[src/rtl/fpa64_pkg.sv]
// Shared widths and constants for the pipelined 64-bit floating-point adder.
package fpa64_pkg;

  localparam int MANT_W    = 54;
  localparam int EXP_W     = 11;
  localparam int GRS_W     = 3;
  localparam int FULL_W    = 57;
  localparam int DIFF_W    = EXP_W + 1;
  localparam int SHIFT_SAT = 57;

endpackage

[src/rtl/fpa64_sticky_shift.sv]
// Combinational right shift of the extended small mantissa; every bit pushed past
// position 0 is ORed into the LSB, and shifts of SHIFT_SAT or more collapse to sticky.
module fpa64_sticky_shift
  import fpa64_pkg::*;
(
  input  logic [FULL_W-1:0] data,
  input  logic [DIFF_W-1:0] shamt,
  output logic [FULL_W-1:0] result
);

  logic [FULL_W-1:0] shifted;
  logic [FULL_W-1:0] lost_mask;

  always_comb begin
    shifted   = data >> shamt;
    lost_mask = ~({FULL_W{1'b1}} << shamt);
    result    = shifted;
    if (shamt >= DIFF_W'(SHIFT_SAT)) begin
      result = {{(FULL_W-1){1'b0}}, |data};
    end else begin
      result[0] = shifted[0] | (|(data & lost_mask));
    end
  end

endmodule

[src/rtl/fpa64_align_stage.sv]
// Alignment stage of the FP64 adder: S1 orders operands by exponent and forms the
// exponent difference, S2 shifts the smaller mantissa with guard/round/sticky.
module fpa64_align_stage
  import fpa64_pkg::*;
(
  input  logic              clk,
  input  logic              rst,
  input  logic              in_valid,
  output logic              in_ready,
  input  logic [MANT_W-1:0] bigreg,
  input  logic [MANT_W-1:0] smallreg,
  input  logic [EXP_W-1:0]  bigshift,
  input  logic [EXP_W-1:0]  smallshift,
  input  logic              resultsign,
  input  logic              eff_sub,
  output logic              out_valid,
  input  logic              out_ready,
  output logic [FULL_W-1:0] big_mant,
  output logic [FULL_W-1:0] small_mant,
  output logic [EXP_W-1:0]  res_exp,
  output logic              res_sign,
  output logic              res_sub,
  output logic              swapped
);

  logic              s1_valid;
  logic [MANT_W-1:0] s1_big;
  logic [MANT_W-1:0] s1_small;
  logic [EXP_W-1:0]  s1_exp;
  logic [DIFF_W-1:0] s1_diff;
  logic              s1_sign;
  logic              s1_sub;
  logic              s1_swapped;

  logic              do_swap;
  logic [MANT_W-1:0] hi_mant;
  logic [MANT_W-1:0] lo_mant;
  logic [EXP_W-1:0]  hi_exp;
  logic [EXP_W-1:0]  lo_exp;
  logic [DIFF_W-1:0] diff;

  logic              s2_accept;
  logic              s1_load;
  logic              s2_load;
  logic [FULL_W-1:0] aligned;

  // in_ready depends only on pipeline state and out_ready, never on in_valid.
  assign s2_accept = !out_valid || out_ready;
  assign in_ready  = !s1_valid || s2_accept;
  assign s1_load   = in_valid && in_ready;
  assign s2_load   = s1_valid && s2_accept;

  always_comb begin
    do_swap = $signed(smallshift) > $signed(bigshift);
    hi_mant = bigreg;
    lo_mant = smallreg;
    hi_exp  = bigshift;
    lo_exp  = smallshift;
    if (do_swap) begin
      hi_mant = smallreg;
      lo_mant = bigreg;
      hi_exp  = smallshift;
      lo_exp  = bigshift;
    end
    // Sign-extended to 12 bits the difference is always non-negative here.
    diff = {hi_exp[EXP_W-1], hi_exp} - {lo_exp[EXP_W-1], lo_exp};
  end

  always_ff @(posedge clk or negedge rst) begin
    if (!rst) begin
      s1_valid   <= 1'b0;
      s1_big     <= '0;
      s1_small   <= '0;
      s1_exp     <= '0;
      s1_diff    <= '0;
      s1_sign    <= 1'b0;
      s1_sub     <= 1'b0;
      s1_swapped <= 1'b0;
    end else begin
      if (s1_load) begin
        s1_valid   <= 1'b1;
        s1_big     <= hi_mant;
        s1_small   <= lo_mant;
        s1_exp     <= hi_exp;
        s1_diff    <= diff;
        s1_sign    <= resultsign;
        s1_sub     <= eff_sub;
        s1_swapped <= do_swap;
      end else if (s2_load) begin
        s1_valid <= 1'b0;
      end
    end
  end

  fpa64_sticky_shift u_shift (
    .data   ({s1_small, {GRS_W{1'b0}}}),
    .shamt  (s1_diff),
    .result (aligned)
  );

  always_ff @(posedge clk or negedge rst) begin
    if (!rst) begin
      out_valid  <= 1'b0;
      big_mant   <= '0;
      small_mant <= '0;
      res_exp    <= '0;
      res_sign   <= 1'b0;
      res_sub    <= 1'b0;
      swapped    <= 1'b0;
    end else begin
      if (s2_load) begin
        out_valid  <= 1'b1;
        big_mant   <= {s1_big, {GRS_W{1'b0}}};
        small_mant <= aligned;
        res_exp    <= s1_exp;
        res_sign   <= s1_sign;
        res_sub    <= s1_sub;
        swapped    <= s1_swapped;
      end else if (out_ready) begin
        out_valid <= 1'b0;
      end
    end
  end

endmodule

[config.mk]
export PLATFORM = sky130hd
export DESIGN_NAME = fpa64_align_stage
export DESIGN_NICKNAME = d
export VERILOG_FILES = /design/src/rtl/fpa64_pkg.sv /design/src/rtl/fpa64_sticky_shift.sv /design/src/rtl/fpa64_align_stage.sv
export SDC_FILE = /design/constraint.sdc
export NUM_CORES = 1
export LEC_CHECK = 0
export BUFFER_PORTS_ARGS = -buffer_cell sky130_fd_sc_hd__buf_4
export CORE_ASPECT_RATIO = 0.8
export CORE_MARGIN = 10
export CORE_UTILIZATION = 55
export CTS_CLUSTER_SIZE = 8
export DETAILED_ROUTE_END_ITERATION = 12
export HOLD_SLACK_MARGIN = 0.08
export PLACE_DENSITY = 0.88
export REMOVE_ABC_BUFFERS = 1
export SYNTH_ARGS = -nofsm -noshare
export SYNTH_HDL_FRONTEND = slang
export SYNTH_SLANG_ARGS = --single-unit
[constraint.sdc]
create_clock -name clk -period 3.4 [get_ports clk]
set_input_delay 0.51 -clock clk [delete_from_list [all_inputs] [get_ports clk]]
set_output_delay 0.51 -clock clk [all_outputs]
set_load 0.01 [all_outputs]
==> results of run 1 <==
==> worst register-to-register path, stage by stage (launching register included) <==
cell and delay [ns]:
dfrtp_1 0.37, or4_1 0.55, buf_4 0.18, or2_1 0.45
nor2_1 0.35, a21oi_1 0.16, mux2i_1 0.34, a31oi_1 0.19
a21oi_1 0.23, a22o_1 0.16
==> cells in the final DEF, fill, tap and decap left out, types with 4 or more instances in the layout <==
cell       instances
ha_1              12
buf_12             6
nand4_1            8
nor3_1            28
nor2b_1            7
o31ai_1            6
maj3_1             4
a211oi_1           7
dfrtp_1          258
and3_1             5
a21oi_1           51
clkbuf_16         41
o21ai_1            7
mux4_2            32
mux2_2            20
buf_4            335
nand2_1          561
o21a_1             6
a31oi_1          128
nor2_1           191
inv_1             17
o211ai_1           7
a22o_1            35
o221ai_1           6
nand3_1           24
mux2i_1           94
o21ai_0           74
or3_1              4
nand2b_1           8
and2_1             7
o22ai_1           23
a21o_1             6
nor4_1            13
o2111ai_1          4
==> area by class of cell <==
type | count | area share (%)
multi-input cells | 1449 | 43.79
flip-flops and latches | 261 | 34.11
repair buffers | 343 | 13.88
clock buffers | 44 | 5.412
well taps | 370 | 2.415
inverters | 19 | 0.3721
clock inverters | 1 | 0.02611
==> power by group through the flow <==
stage | clock, mW | sequential [mW] | combinational [mW]
floorplan | 0 | 4.35 | 2.24
global placement | 0 | 4.30 | 3.73
detailed placement | 0 | 4.33 | 3.82
CTS | 3.44 | 4.29 | 3.85
global route | 3.56 | 4.38 | 4.24
finish | 3.39 | 4.33 | 3.88
==> timing repair <==
| action | 4_1_cts | 5_1_grt |
|---|---|---|
| setup endpoints to repair | 0 | 0 |
| hold buffers | 1 | 0 |
| endpoints found under the hold margin | 83 | 0 |
==> per-layer routing <==
layer,vias up,track usage [%]
met5,-,0
met4,0,6.572
met3,97,6.103
met2,841,44.09
met1,7354,39.49
li1,7032,-
==> cell families (layout without fill, tap and decap cells) <==
| family | count (synthesis) | in the layout | share of synthesized area, % |
|---|---|---|---|
| other | 1 | 3 | 0.02402 |
| adders and majority gates | 16 | 16 | 1.218 |
| xor gates and xnor gates | 5 | 5 | 0.2805 |
| buffers and inverters | 176 | 407 | 4.600 |
| AOI/OAI and AO/OA | 402 | 402 | 17.01 |
| DFF | 261 | 261 | 41.83 |
| muxes | 146 | 146 | 12.09 |
| and+or+nand+nor | 877 | 877 | 22.95 |
==> per-stage QoR <==
stage                     power, mW  setup WS, ns
final                         11.60        0.2997
after global routing          12.18        0.1281
after CTS                     11.57        0.3386
after detailed placement      8.152       -0.1517
after global placement        8.036      -0.06457
after floorplan               6.592        -3.982
==> sequential cells by signal, summed over array words and instances (netlist names), 11 cells and up <==
| signal | flops |
|---|---|
| s1_diff | 12 |
| big_mant | 54 |
| small_mant | 57 |
| res_exp | 11 |
| s1_big | 54 |
| s1_exp | 11 |
| s1_small | 54 |
==> worst min path at each step <==
stage / slack, ns / cells after the start / endpoint / from
2_1_floorplan: 0.21 / 0 / big_mant[10] / rst
3_3_place_gp: 0.45 / 2 / big_mant[13] / s1_big[10]
3_5_place_dp: 0.46 / 2 / res_exp[9] / s1_exp[9]
4_1_cts: 0.20 / 2 / s1_valid / in_valid
5_1_grt: 0.23 / 2 / s1_valid / in_valid
6_report: 0.21 / 2 / s1_valid / in_valid
==> run summary, run 1 <==
Layout area overhead -> 22.76%
Critical Path AT -> 3.52 ns
Post-CTS Setup Bufs -> 0
Cell family with most CP delay -> buffers and inverters
Buf+Inv Stages, Crit Path -> 4
WP depth -> 11
Sw Pwr -> 4.208 mW
Async S/R FF share, synth -> 100.0%
Total CTS buffers -> 38
Final setup vio count -> 0
Reg-to-reg startpoint -> s1_diff[7]
Post-DRT Antenna Nets -> 0
Crit-path cells -> buf_4, inv_1, ha_1, nand4_4, or3_4, a31o_4, nor2_4, buf_4, buf_4, nand2_1, a31oi_1
Worst R2R Path Depth -> 9
Final hold viol count -> 0
Reg power frac -> 37.3%
First-pass detailed-route iteration total -> 8
Main area contributors after synthesis -> dfrtp_1 42%, nand2_1 14%, mux2i_1 6.0%
Area leader, netlist -> dfrtp_1
Placed wire-length estimate -> 37740 µm
Clock Latency Late Sink -> 0.51 ns
Least-Margin Pin Slew -> 0.8950 ns
CTS tree -> built
Setup Skew -> 0.009318 ns
Ratio of cells with drive above 1 in the final layout -> 21.59%
Gpl congestion -> 0.9598
Die Area -> 35570 µm²
RSZ-0062 raised after global routing -> no
DRC -> 0
Die height -> 170.7 µm
FF+latch area -> 6538 µm²
Post-DR wirelength/cell -> 20.99 µm
Logic pwr share -> 33.4%
Synth Flop Type -> dfrtp_1
Switching part of the total power -> 36.28%
Most common cell in the netlist -> nand2_1
DR iter-0 viols -> 1711
Post-DP Area -> 18110 µm²
Root Driver -> clkbuf_16
Hold slack final -> 0.2123 ns
Diodes inserted -> 0
Inst Count DP -> 2441
Worst-path fanout max -> 67
Pwr per Cell Area -> 605.2 nW/µm²
Netlist cell types -> 81
Initial Util -> 55.47%
Crit start category -> input pin
Largest net degree at the start of global routing -> 91
Clock network power share -> 29.2%
RR Endpoint -> small_mant[1]
Worst relative slew slack -> 40.33%
Post-cts gate resize count -> 0
Mapped Area -> 15610 µm²
Placement Rows -> 55
Max Slew Vio Count -> 0
Routed wl met3 -> 5269 µm
Critical Path RT -> 3.82 ns
Worst path slowest cell -> buf_4
Synth warn -> 0
Kind of critical path -> input pin to flip-flop
# IOs -> 266
Final worst path period share -> 91.18%
Post-synth EDFFs -> 0
DR vias/cell -> 6.162
GRT Resource Usage Total -> 28.25%
End of the critical path -> s1_small[50]
Core Area -> 28150 µm²
WL met1 -> 22350 µm
Filler Cells Inserted -> 2213
Mapped Cells -> 1884
Clk sinks -> 261
Buffers added on ports -> 262
Top layer in use -> met4
Wire length on met2 -> 23530 µm
Final Cell Area -> 19170 µm²
Initial antenna violation count -> 0
Share of the synthesized area in the top cell type -> 41.83%
Fmax -> 322.6 MHz
Top cells by count, synth -> 562 x nand2_1, 261 x dfrtp_1, 191 x nor2_1, 128 x a31oi_1, 110 x clkbuf_1
First-pass GRT wire length -> 82660 µm
Max incr delay on CP -> 0.62 ns
# H-tree levels -> 2
Seq cells post-synth -> 261
Cell-internal power -> 7.391 mW
Clock Tree Buf Depth -> 3
Sequential share of the synthesized area -> 41.83%
Worst vdd rail ir drop -> 0.3741 mV
# nets final -> 2260
Final WL -> 52210 µm
Crit path time final -> 3.100 ns
CP endpoint kind -> flip-flop
Setup tns final -> 0 ns
Worst reg2reg setup slack -> 0.35 ns
Final Non-Filler Cells -> 2487
Status -> complete, no violations
Clock transition at the registers of the reported paths -> 0.05 ns
Pleak -> 8.914 nW
Max Cap Viol -> 0
Hold Path Class -> input pin to flip-flop
Setup crit start -> bigshift[9]
Vias in the first global route -> 14830
Mean post-synth cell area -> 8.287 µm²
Most frequent CP cell -> buf_4
Total grt overflow -> 0
Multi-input gate area -> 8392 µm²
Core Util, Final -> 68.10%
Via count -> 15320
Width of the die -> 208.4 µm
Note: power is estimated with default switching activity, not from simulation.
==> inputs of run 2 (changes only) <==
--- a/config.mk
+++ b/config.mk
@@ -5,12 +5,14 @@
 export SDC_FILE = /design/constraint.sdc
 export NUM_CORES = 1
 export LEC_CHECK = 0
+export ABC_AREA = 1
 export BUFFER_PORTS_ARGS = -buffer_cell sky130_fd_sc_hd__buf_4
 export CORE_ASPECT_RATIO = 0.8
 export CORE_MARGIN = 10
 export CORE_UTILIZATION = 55
 export CTS_CLUSTER_SIZE = 8
 export DETAILED_ROUTE_END_ITERATION = 12
+export GPL_TIMING_DRIVEN = 0
 export HOLD_SLACK_MARGIN = 0.08
 export PLACE_DENSITY = 0.88
 export REMOVE_ABC_BUFFERS = 1
==> constraint.sdc (replaced) <==
create_clock -name clk -period 3.95 [get_ports clk]
set_input_delay 0.5925 -clock clk [delete_from_list [all_inputs] [get_ports clk]]
set_output_delay 0.5925 -clock clk [all_outputs]
set_load 0.01 [all_outputs]
==> run 2 against run 1 <==
Global-route usage up 1.3 points. Non-clock buffer count shrank 69. Combinational power up 2%. Worst hold slack better by 0.081 ns. Routed wire length up 4.9%. Register-to-register slack worse by 0.09 ns. Via count rose by 6.2%. Critical path type is now flip-flop to flip-flop. Power shrank 8.5%. Highest routed layer unchanged. Clock power fell by 15%. Synthesized area is 0.19% higher. Cell area is 2.4% lower. Sequential power fell by 13%.
==> run summary, run 2 <==
Setup tns final -> 0 ns (unchanged)
Vias in the first global route -> 15540 (+4.8%)
First-pass GRT wire length -> 85220 µm (+3.1%)
Clock transition at the registers of the reported paths -> 0.05 ns (about the same)
Largest net degree at the start of global routing -> 162 (+78%)
Critical Path RT -> 4.39 ns (+0.57 ns)
Clock network power share -> 27.2% (-2.0 points)
Commonest non-fill, non-tap cell in the layout -> nand2_1
Post-DR wirelength/cell -> 20.34 µm (-3.1%)
First-pass detailed-route iteration total -> 6 (-2)
Final WL -> 54740 µm (+4.9%)
Layout area overhead -> 19.56%
Critical Path AT -> 4.14 ns (+0.62 ns)
Setup crit start -> s1_diff[4]
RSZ-0062 raised after global routing -> no
Clk sinks -> 261 (unchanged)
Worst vdd rail ir drop -> 0.3944 mV (+5.4%)
# H-tree levels -> 2 (unchanged)
Placed wire-length estimate -> 38890 µm (+3.0%)
Met3 Resource Use GR -> 7.287% (+1.2 points)
Routing usage on met1 -> 40.04% (+0.55 points)
Cell-internal power -> 6.377 mW (-14%)
RR Endpoint -> small_mant[15]
Via count -> 16270 (+6.2%)
DR vias/cell -> 6.045 (-1.9%)
Max Cap Viol -> 0 (unchanged)
Kind of critical path -> flip-flop to flip-flop
Worst-path fanout max -> 54 (-19%)
Mean post-synth cell area -> 7.269 µm² (-12%)
Post-DRT Antenna Nets -> 0 (unchanged)
Root Driver -> clkbuf_16
Logic pwr share -> 37.3% (+3.9 points)
Seq cells post-synth -> 261 (unchanged)
Worst path slowest cell -> inv_2
Setup Skew -> 0.01386 ns (+0.004540 ns)
Worst R2R Path Depth -> 8 (-1)
Status -> complete, no violations
Crit path time final -> 3.691 ns
Diodes inserted -> 0 (unchanged)
Top cells by count, synth -> 485 x nand2_1, 286 x o21ai_0, 261 x dfrtp_1, 196 x nor2_1, 176 x inv_1
Final hold viol count -> 0 (unchanged)
Fmax -> 270.9 MHz
Met2 Use GR -> 46.39% (+2.3 points)
Hold Path Class -> input pin to flip-flop
Reg-to-reg startpoint -> s1_diff[4]
Worst reg2reg setup slack -> 0.26 ns (-0.09 ns)
Netlist cell types -> 53 (-35%)
Core Area -> 28150 µm² (unchanged)
Width of the die -> 208.6 µm (about the same)
Max reg flops -> 57 (unchanged)
Largest reg by FF count -> small_mant
Max Slew Vio Count -> 0 (unchanged)
Share of the synthesized area in the top cell type -> 41.75% (-0.080 points)
Clock Tree Buf Depth -> 3 (unchanged)
Synth Flop Type -> dfrtp_1
Async S/R FF share, synth -> 100.0% (unchanged)
Die height -> 170.8 µm (about the same)
Most frequent cells in the layout -> 483 x nand2_1, 286 x o21ai_0, 264 x buf_4
Crit-path cells -> buf_12, inv_2, o311ai_1, nor2_2, nand2_2, clkinvlp_4, o211ai_1, nand3_1
CP endpoint kind -> flip-flop
Hold Path Cell Cnt -> 3 (+1)
DR iter-0 viols -> 1791 (+4.7%)
End of the critical path -> small_mant[15]
Mapped Cells -> 2152 (+14%)
Initial Util -> 55.58% (+0.11 points)
Pwr per Cell Area -> 567.3 nW/µm² (-6.3%)
Gpl congestion -> 1.021 (+6.4%)
Total grt overflow -> 0 (unchanged)
Synth warn -> 0 (unchanged)
# nets final -> 2467 (+9.2%)
Sequential share of the synthesized area -> 41.75% (-0.080 points)
Final worst path period share -> 93.45%
CTS tree -> built
Switching part of the total power -> 39.89% (+3.6 points)
Area leader, netlist -> dfrtp_1
Total CTS buffers -> 38 (unchanged)
Most common cell in the netlist -> nand2_1
WP depth -> 8 (-3)
Buf+Inv Stages, Crit Path -> 3 (-1)
Least-Margin Pin Slew -> 1.021 ns (+0.1255 ns)
Sw Pwr -> 4.232 mW (+0.58%)
Final setup vio count -> 0 (unchanged)
Crit start category -> flip-flop
Max incr delay on CP -> 0.75 ns (+0.13 ns)
# IOs -> 266 (unchanged)
Ratio of cells with drive above 1 in the final layout -> 16.84% (-4.7 points)
Post-synth EDFFs -> 0 (unchanged)
Placement Rows -> 55 (unchanged)
Hold slack final -> 0.2935 ns (+0.08120 ns)
Worst relative slew slack -> 31.87% (-8.5 points)
Die Area -> 35630 µm² (+0.17%)
Initial antenna violation count -> 0 (unchanged)
GRT busiest layer -> met2
Pleak -> 9.028 nW (+1.3%)
Main area contributors after synthesis -> dfrtp_1 42%, nand2_1 12%, o21ai_0 9.2%
DRC -> 0 (unchanged)
Buffers added on ports -> 262 (unchanged)
Mapped Area -> 15640 µm² (+0.19%)
Clock Latency Late Sink -> 0.53 ns (+0.02 ns)
Cell family with most CP delay -> buffers and inverters
GRT Resource Usage Total -> 29.52% (+1.3 points)
Reg power frac -> 35.5% (-1.8 points)
==> run 2: changes by cell type after synthesis, moves of 35 or more <==
cell	change
mux2i_1	-85
a31oi_1	-122
nand2_1	-77
o211ai_1	+35
o21ai_0	+212
o22ai_1	+100
inv_1	+158
o21ai_1	+74
nand3_1	+132
==> run 2: layer usage <==
| metal | vias up | wire length [µm] |
|---|---|---|
| met5 | - | 0 |
| li1 | 7584 | - |
| met3 | 83 | 5895 |
| met4 | 0 | 1056 |
| met2 | 936 | 24830 |
| met1 | 7670 | 22960 |
==> run 2: tightest hold or removal path: stages <==
cell,delay (ns)
buf_4,0.07
nand2_1,0.04
o21ai_0,0.06
==> run 2: repair_timing <==
item / in CTS / in global routing
gates cloned: 0 / 1
endpoints found under the setup margin: 33 / 34
gates resized for setup: 7 / 4
buffers inserted: 0 / 3
pin swaps: 0 / 1
endpoints found under the hold margin: 41 / 0
hold buffers: 1 / 0
==> run 2: worst min-delay path by stage <==
stage | end | from
2_1_floorplan | big_mant[10] | rst
3_3_place_gp | swapped | s1_swapped
3_5_place_dp | res_exp[3] | s1_exp[3]
4_1_cts | s1_sub | eff_sub
5_1_grt | s1_sub | eff_sub
6_report | s1_sub | eff_sub
==> run 2: power by group through the flow <==
stage	clock, mW	combinational (mW)	sequential, mW
5_1_grt	3.03	4.36	3.83
4_1_cts	2.91	3.89	3.75
2_1_floorplan	0	2.19	3.80
3_3_place_gp	0	3.70	3.81
3_5_place_dp	0	3.86	3.76
6_report	2.88	3.96	3.77
==> run 2: layout make-up <==
class / instances / area [µm²]
multi-input combinational: 1550 / 7730
timing repair inverter: 1 / 7.507
inverter: 193 / 742.0
tap: 370 / 462.9
clock inverter: 1 / 8.758
fill: 2343 / 9443
timing repair buffer: 274 / 2212
sequential: 261 / 6543
clock buffer: 42 / 997.2
==> run 2: kinds of logic after synthesis <==
family	Yosys count	share of synthesized area, %
fa+ha+maj	12	0.9598
mux	9	0.5759
buf+inv	343	9.031
simple gates	907	24.88
xor+xnor	3	0.1680
compound gates	616	22.60
other cells	1	0.02397
flops	261	41.75
==> run 2: stage by stage <==
step           setup slack (ns)  cells  area, µm²  utilization (%)  total power [mW]
4_1_cts                 0.04510   2688      18670            66.32             10.55
3_5_place_dp            -0.6915   2644      17630            62.63             7.621
3_3_place_gp             -4.562   2636      17390            61.80             7.518
2_1_floorplan            -1.439   2004      14960                -             5.997
5_1_grt                 0.04912   2692      18700            66.45             11.22
6_report                 0.2586   2692      18700            66.45             10.61
